[src/rtl/stopwatch_core.sv]
// Stopwatch core: BCD mm:ss.cc live time with IDLE/RUN/HOLD/SPLIT control,
// lap freeze of the display and optional saturation at 59:59.99.
module stopwatch_core #(
    parameter bit SAT = 1'b1
) (
    input  logic       clk,
    input  logic       rst,
    input  logic       tick,
    input  logic       start_stop,
    input  logic       lap,
    input  logic       clear,
    output logic [3:0] cs1,
    output logic [3:0] cs10,
    output logic [3:0] s1,
    output logic [3:0] s10,
    output logic [3:0] m1,
    output logic [3:0] m10,
    output logic       running,
    output logic       split,
    output logic       ovf
);

    localparam int unsigned DIGITS = 6;
    localparam int unsigned DW     = 4;

    localparam logic [1:0] ST_IDLE  = 2'd0;
    localparam logic [1:0] ST_RUN   = 2'd1;
    localparam logic [1:0] ST_HOLD  = 2'd2;
    localparam logic [1:0] ST_SPLIT = 2'd3;

    // Per-digit rollover value, index 0 = cs1 ... index 5 = m10
    localparam logic [DIGITS-1:0][DW-1:0] DIGIT_MAX = {4'd5, 4'd9, 4'd5, 4'd9, 4'd9, 4'd9};

    logic [1:0]                  state, state_n;
    logic [DIGITS-1:0][DW-1:0]   live, live_n, live_inc;
    logic [DIGITS-1:0][DW-1:0]   disp, disp_n;
    logic                        ovf_n;
    logic                        at_max;
    logic                        counting;

    assign counting = tick && ((state == ST_RUN) || (state == ST_SPLIT));

    // Single-cycle ripple increment of the live time
    always_comb begin
        logic carry;
        live_inc = live;
        carry    = 1'b1;
        at_max   = 1'b1;
        for (int i = 0; i < int'(DIGITS); i++) begin
            if (live[i] != DIGIT_MAX[i]) begin
                at_max = 1'b0;
            end
            if (carry) begin
                if (live[i] == DIGIT_MAX[i]) begin
                    live_inc[i] = '0;
                end else begin
                    live_inc[i] = live[i] + DW'(1);
                    carry       = 1'b0;
                end
            end
        end
    end

    // Next state, live time, overflow and display
    always_comb begin
        state_n = state;
        live_n  = live;
        ovf_n   = ovf;
        disp_n  = disp;
        if (clear) begin
            state_n = ST_IDLE;
            live_n  = '0;
            ovf_n   = 1'b0;
        end else begin
            if (start_stop) begin
                case (state)
                    ST_IDLE:  state_n = ST_RUN;
                    ST_RUN:   state_n = ST_HOLD;
                    ST_HOLD:  state_n = ST_RUN;
                    ST_SPLIT: state_n = ST_HOLD;
                    default:  state_n = ST_IDLE;
                endcase
            end else if (lap) begin
                if (state == ST_RUN) begin
                    state_n = ST_SPLIT;
                end else if (state == ST_SPLIT) begin
                    state_n = ST_RUN;
                end
            end
            if (counting) begin
                if (at_max) begin
                    ovf_n = 1'b1;
                    if (SAT) begin
                        state_n = ST_HOLD;
                    end else begin
                        live_n = '0;
                    end
                end else begin
                    live_n = live_inc;
                end
            end
        end
        // Display freezes only while staying in SPLIT; entry captures the new live time
        if (!((state == ST_SPLIT) && (state_n == ST_SPLIT))) begin
            disp_n = live_n;
        end
    end

    always_ff @(posedge clk or posedge rst) begin
        if (rst) begin
            state   <= ST_IDLE;
            live    <= '0;
            disp    <= '0;
            ovf     <= 1'b0;
            running <= 1'b0;
            split   <= 1'b0;
        end else begin
            state   <= state_n;
            live    <= live_n;
            disp    <= disp_n;
            ovf     <= ovf_n;
            running <= (state_n == ST_RUN) || (state_n == ST_SPLIT);
            split   <= (state_n == ST_SPLIT);
        end
    end

    assign {m10, m1, s10, s1, cs10, cs1} = disp;

endmodule

[config.mk]
export PLATFORM = sky130hd
export DESIGN_NAME = stopwatch_core
export DESIGN_NICKNAME = d
export VERILOG_FILES = /design/src/rtl/stopwatch_core.sv
export SDC_FILE = /design/constraint.sdc
export NUM_CORES = 1
export LEC_CHECK = 0
export CAP_MARGIN = 0
export CORE_MARGIN = 2
export CORE_UTILIZATION = 42
export CTS_CLUSTER_DIAMETER = 200
export DETAILED_ROUTE_END_ITERATION = 8
export GPL_TIMING_DRIVEN = 0
export PLACE_DENSITY_LB_ADDON = 0.1
export RECOVER_POWER = 25
export SYNTH_ARGS = -nofsm -noshare
export SYNTH_HDL_FRONTEND = slang
export SYNTH_SLANG_ARGS = --single-unit
export TNS_END_PERCENT = 50
[constraint.sdc]
create_clock -name clk -period 7.3 [get_ports clk]
set_input_delay 1.825 -clock clk [delete_from_list [all_inputs] [get_ports clk]]
set_output_delay 1.825 -clock clk [all_outputs]
set_load 0.1 [all_outputs]
==> results of run 1 <==
## power groups by stage
| stage | Clock [mW] | Combinational (mW) | Sequential, mW |
|---|---|---|---|
| finish | 0.219 | 0.0381 | 0.293 |
| global route | 0.236 | 0.0414 | 0.293 |
| CTS | 0.226 | 0.0400 | 0.293 |
| detailed placement | 0 | 0.0400 | 0.298 |
| global placement | 0 | 0.0387 | 0.298 |
| floorplan | 0 | 0.0173 | 0.308 |
## worst paths after layout
kind | startpoint | endpoint
max | rst | state[1]
max in group clk | lap | cs1[2]
max reg2reg | live[5] | cs1[2]
min reg2reg | s10[3] | s10[3]
min in group asynchronous | rst | m10[1]
min | s10[3] | s10[3]
## Yosys cell counts, types with 2 or more instances
library cell / number / area (um^2)
mux2_4: 8 / 120
nor3_1: 12 / 60.1
o21ai_0: 6 / 30.0
xnor2_1: 2 / 17.5
clkbuf_8: 2 / 27.5
nand3_1: 11 / 55.1
clkbuf_1: 5 / 18.8
and3b_1: 4 / 35.0
mux2_2: 8 / 90.1
dfrtp_1: 52 / 1300
a31oi_1: 3 / 18.8
o2bb2ai_1: 6 / 52.6
o211ai_1: 2 / 15.0
o31ai_1: 3 / 22.5
or4_1: 3 / 22.5
a21oi_1: 19 / 95.1
inv_1: 9 / 33.8
ha_1: 12 / 150
a211o_1: 2 / 17.5
o41ai_1: 2 / 17.5
nand4_1: 3 / 18.8
mux2i_1: 2 / 20.0
a211oi_1: 2 / 15.0
nor2_1: 25 / 93.8
or3_1: 4 / 25.0
nand3b_1: 5 / 37.5
nor2b_1: 2 / 12.5
nand2_1: 7 / 26.3
nor4_1: 6 / 37.5
## metrics by stage
| stage | cells | worst slack (ns) |
|---|---|---|
| finish | 367 | 3.17 |
| global route | 367 | 2.66 |
| CTS | 367 | 3.41 |
| detailed placement | 359 | 3.08 |
| global placement | 358 | 3.10 |
| floorplan | 249 | 3.72 |
## registers in the layout, summed over array words and instances, names as in the netlist
register,cells
cs1,4
ovf,1
m10,4
split,1
s10,4
s1,4
m1,4
running,1
state,1
cs10,4
live,24
## area by class of cell
cell class              count  area share (%)
flip-flops and latches     52            40.0
multi-input cells         179            39.8
repair buffers             33            9.95
clock buffers               7            2.96
well taps                  77            2.96
plain buffers               9            2.38
inverters                   9            1.04
clock inverters             1           0.922
## kinds of logic (layout without fill, tap and decap cells)
family / after synthesis / count (layout) / synth area share [%]
adder cells (fa/ha/maj): 12 / 12 / 5.54
buffers and inverters: 18 / 59 / 4.11
AND/OR/NAND/NOR: 92 / 92 / 19.3
XOR/XNOR: 3 / 3 / 0.970
flip-flops: 52 / 52 / 48.0
AO/OA/AOI/OAI: 54 / 54 / 13.6
multiplexers: 18 / 18 / 8.50
## cell usage in the layout (no fill, tap or decap), drive strengths merged, types with 2 or more instances in the layout
cell type      instances
o31ai                  3
ha                    12
inv                    9
a21oi                 19
or3                    5
o211ai                 2
a211oi                 2
nand4                  3
nor2b                  2
clkdlybuf4s50         31
or4                    4
a211o                  2
nor3                  13
o41ai                  2
xnor2                  2
a31oi                  3
nand3                 12
mux2                  16
nand2                  7
o21ai                  6
nor2                  25
nor4                   7
mux2i                  2
o2bb2ai                6
nand3b                 5
buf                    2
clkbuf                15
and3b                  4
dfrtp                 52
## metal layers
metal | up-vias | track usage (%)
met5 | - | 0
met4 | 0 | 5.72
met3 | 9 | 4.52
met2 | 40 | 27.6
met1 | 1009 | 21.6
li1 | 1002 | -
==> results.md, run 1 <==
* Met1 Wirelength at approximately 2700 um
* Area grow syn2layout at 20.2%
* Largest net degree at the start of global routing at 32
* Leakage at around 1.4 nW
* Asr flop ratio synth at 100%
* RePlAce Congestion at 0.812
* Combinational share of power at 6.9%
* Fill count at a little under 600
* Internal power at ~420 uW
* Met3 wire len at 203 um
* Worst hold slack at 0.497 ns
* Max-cap violations at 1
* Share of cells above drive strength 1 at between 10% and 20%
* Worst Reg2Reg Path Length in Cells at 10
* Startpoint types: input pin
* Yosys reg bits at 52
* Worst Path Buf+Inv at 3
* Netlist cell types at between 50 and 60
* Sequential area share after synthesis at between 40 and 50%
* Initial antenna violation count at 0
* Vias per inst at 5.61
* Vias in the first global route at approximately 2000
* Met2 wire length at between 2000 and 3000 um
* Multi-input logic area at 1300 um^2
* Area of the core at 6280 um^2
* Synth Warn # at 0
* GRT overflow at 0
* Register share of total power at roughly 53%
* Top Metal Used: met4
* Diode count at 0
* Setup TNS Final at 0 ns
* Kind of critical path: in -> async
* Row count at 29
* DRT Wirelength at 5730 um
* Post-detailed-route count of antenna-violating nets at 0
* Syn avg cell area at ~11 um^2
* Worst Max-Slew Pin Slew at roughly 1.7 ns
* Syn Inst Count at 249
* Via count at just over 2000
* Cell Area, Placed at around 3100 um^2
* Clk sinks at 52
* Reg area at 1300 um^2
* CTS tree: built
* Final #Nets at 307
* Wire length per cell at approximately 16 um
* Crit path DAT at around 4.3 ns
* Total Power at between 500 and 600 uW
* Achievable Freq at 242 MHz
* Die Y at 84.3 um
* CTS resizes at 0
* Initial DRC count at 80
* Switching Share at between 20% and 30%
* RSZ-0062 raised after global routing: no
* Synth Net Count at between 200 and 300
* Post-CTS Setup Bufs at 0
* H-tree depth at 2
* Pwr dens at ~170 nW/um^2
* Worst-path clk slew at ~0.090 ns
* Worst path max stage delay at about 1.3 ns
* Status: finished with violations
* Top Family by Delay on Critical Path: buffers and inverters
* Cts hold-fix bufs at 0
* Num ports at 33
* Worst-Skew Late Latency at roughly 0.31 ns
* Hold depth at 1
* Worst Setup End Kind: async pin
* Min-Delay Path Class: reg -> reg
* Die area at slightly above 7000 um^2
* CP Data Required Time at around 7.4 ns
* Post-synth top flop: dfrtp_1
* Slew Viols, Final at 32
* CTS buffer count at 5
* Critical Path Stages at 3
* Final setup violation count at 0
* Final Skew at about 0.0060 ns
* CP cell instances: dlygate4sd3_1 > inv_1 > clkbuf_1
* Total GRT Usage at 16.8%
* Hold Vio Cnt, Final at 0
* Slowest CP cell: clkbuf_1
* CTS max path bufs at 2
* Initial core utilization at between 40% and 50%
* Maximum fanout along the worst path at 31
* EDFF count, synth at 0
* Die width at about 84 um
* DRC at 0
* Port bufs at 32
* Violated checks: max-capacitance violations, max-slew violations
* NetSw at around 130 uW
* R2r setup slk at roughly 4.6 ns
* DRT Pass-1 Iters at 4
* Peak supply drop at 0.120 mV
* Clock power frac at between 30% and 40%
* Minimum clock period at just over 4 ns
* HPWL Detailed at around 4000 um
* Worst slew margin at -14.4%
* Finished Core Util at between 50 and 60%
* Post-route cell area at 3260 um^2
* Clock root buffer: clkbuf_8
* Global-route wire length before repair at between 9000 and 10000 um
* Final period util at 56.6%
* Syn Std Cell Area at 2710 um^2
Note: power is estimated with default switching activity, not from simulation.
==> run 2: changes to the inputs <==
- clock period: 7.3 -> 3.8 ns (I/O delays scaled with it)
==> run 2 against run 1 <==
The flow now finishes without violations. First-iteration DRC count grew 5.0%. Design area grew 0.50%. Setup slack lost 2.4 ns. Die area is the same. Count of clock-buffer cells in the layout is the same. Critical endpoint is now cs1[2].
==> results.md, run 2 (synthesis results as in run 1) <==
* Peak supply drop at approximately 0.23 mV
* Row count at 29
* Post-detailed-route count of antenna-violating nets at 0
* Die width at 84.3 um
* GRT overflow at 0
* Final Non-Filler Cells at between 300 and 400
* Max reg flops at 24
* Status: finished, final reports clean
* Register share of total power at between 50% and 60%
* Clk sinks at 52
* Kind of critical path: in -> reg
* Switching Share at 23.1%
* Pwr dens at roughly 320 nW/um^2
* Worst Setup End Kind: register
* CTS tree: built
* Worst-path clk slew at roughly 0.09 ns
* Total GRT Usage at between 10% and 20%
* Initial core utilization at a little over two fifths
* Worst Max-Slew Pin Slew at between 0.9 and 1 ns
* Via count at 2051
* Share of cells above drive strength 1 at 13.1%
* Vias per inst at ~5.6
* Area grow syn2layout at 20.8%
* Wire length per cell at approximately 16 um
* DRT Wirelength at 5720 um
* Pre-CTS WS at around 0.45 ns
* CTS buffer count at 5
* Final setup violation count at 0
* CP Data Required Time at approximately 4.0 ns
* Minimum clock period at approximately 3 ns
* RSZ-0062 raised after global routing: no
* Leakage at approximately 1.4 nW
* Multi-input logic area at 1300 um^2
* Worst slew margin at 34.4%
* Reg area at 1300 um^2
* Cts hold-fix bufs at 0
* Internal power at 813 uW
* Combinational share of power at 7.1%
* Post-CTS Setup Bufs at 0
* HPWL Detailed at roughly 4000 um
* Final period util at between 70% and 80%
* DRC at 0
* Clock root buffer: clkbuf_8
* Die Y at 84.3 um
* Hold Vio Cnt, Final at 0
* Placed Cells incl. Taps at approximately 360
* Worst-Skew Late Latency at 0.31 ns
* Slew Viols, Final at 0
* CTS max path bufs at 2
* Final #Nets at between 300 and 400
* Maximum fanout along the worst path at 10
* Startpoint types: input pin
* Max-cap violations at 0
* Setup slack after layout at about 0.8 ns
* Num ports at 33
* Vias in the first global route at a little under 2000
* Fill count at 576
* Port bufs at 32
* Setup TNS Final at 0 ns
* Global-route wire length before repair at 9450 um
* RePlAce Congestion at about 0.8
* Area of the core at between 6000 and 7000 um^2
* Diode count at 0
* CTS resizes at 0
* Min-Delay Path Class: reg -> reg
* Initial DRC count at 84
* Achievable Freq at 332 MHz
* H-tree depth at 2
* Largest Register: live
* Initial antenna violation count at 0
* Commonest non-fill, non-tap cell in the layout: dfrtp_1
* Crit path DAT at between 3 and 4 ns
* Final Skew at a little over 0.006 ns
* Most frequent cells in the layout: dfrtp_1, clkdlybuf4s50_1, nor2_1
* Largest net degree at the start of global routing at 32
* NetSw at about 240 uW
* Die area at 7110 um^2
* DRT Pass-1 Iters at 4
* Clock power frac at roughly 40%
[run 2: cell type report]
class                      count  area share (%)
inverter                       9            1.03
timing repair buffer          33            10.4
clock inverter                 1           0.918
tap                           77            2.94
sequential                    52            39.8
multi-input combinational    179            39.6
buffer                         9            2.37
clock buffer                   7            2.94
[run 2: metal layers]
metal | vias to the layer above | track usage [%] | routed length, um
li1 | 1003 | - | -
met3 | 9 | 4.52 | 185
met2 | 36 | 27.6 | 2730
met4 | 0 | 5.72 | 91
met1 | 1003 | 21.6 | 2720
met5 | - | 0 | 0
[run 2: path summary, 6_finish.rpt]
path                          from     end  slack, ns  cells past startpoint
max                            lap  cs1[2]       0.79                      8
min in group asynchronous      rst  m10[1]       1.24                      2
min                         s10[3]  s10[3]       0.50                      1
min reg2reg                 s10[3]  s10[3]       0.50                      1
max in group asynchronous      rst  cs1[2]       1.91                      3
max reg2reg                live[5]  cs1[2]       1.10                     10
[run 2: power groups by stage]
stage	Combinational (mW)	Clock [mW]	Sequential, mW
after global routing	0.0818	0.454	0.563
final	0.0754	0.421	0.562
after floorplan	0.0333	0	0.591
after detailed placement	0.0769	0	0.573
after CTS	0.0769	0.435	0.562
after global placement	0.0743	0	0.573
[run 2: worst max-delay path, cell delays in order]
cell             delay (ns)
clkdlybuf4s50_1        0.51
nor2_1                 0.06
or3_1                  0.34
a2111o_1               0.50
or2_1                  0.24
buf_6                  0.16
buf_12                 0.15
mux2_4                 0.29
[run 2: metrics by stage]
stage	utilization [%]	instance area (um^2)	power (mW)	hold slack, ns
4_1_cts	52.1	3270	1.07	0.503
6_report	52.1	3270	1.06	0.497
3_3_place_gp	49.8	3130	0.647	0.475
3_5_place_dp	50.1	3150	0.650	0.478
5_1_grt	52.1	3270	1.10	0.517
2_1_floorplan	-	2710	0.624	0.522
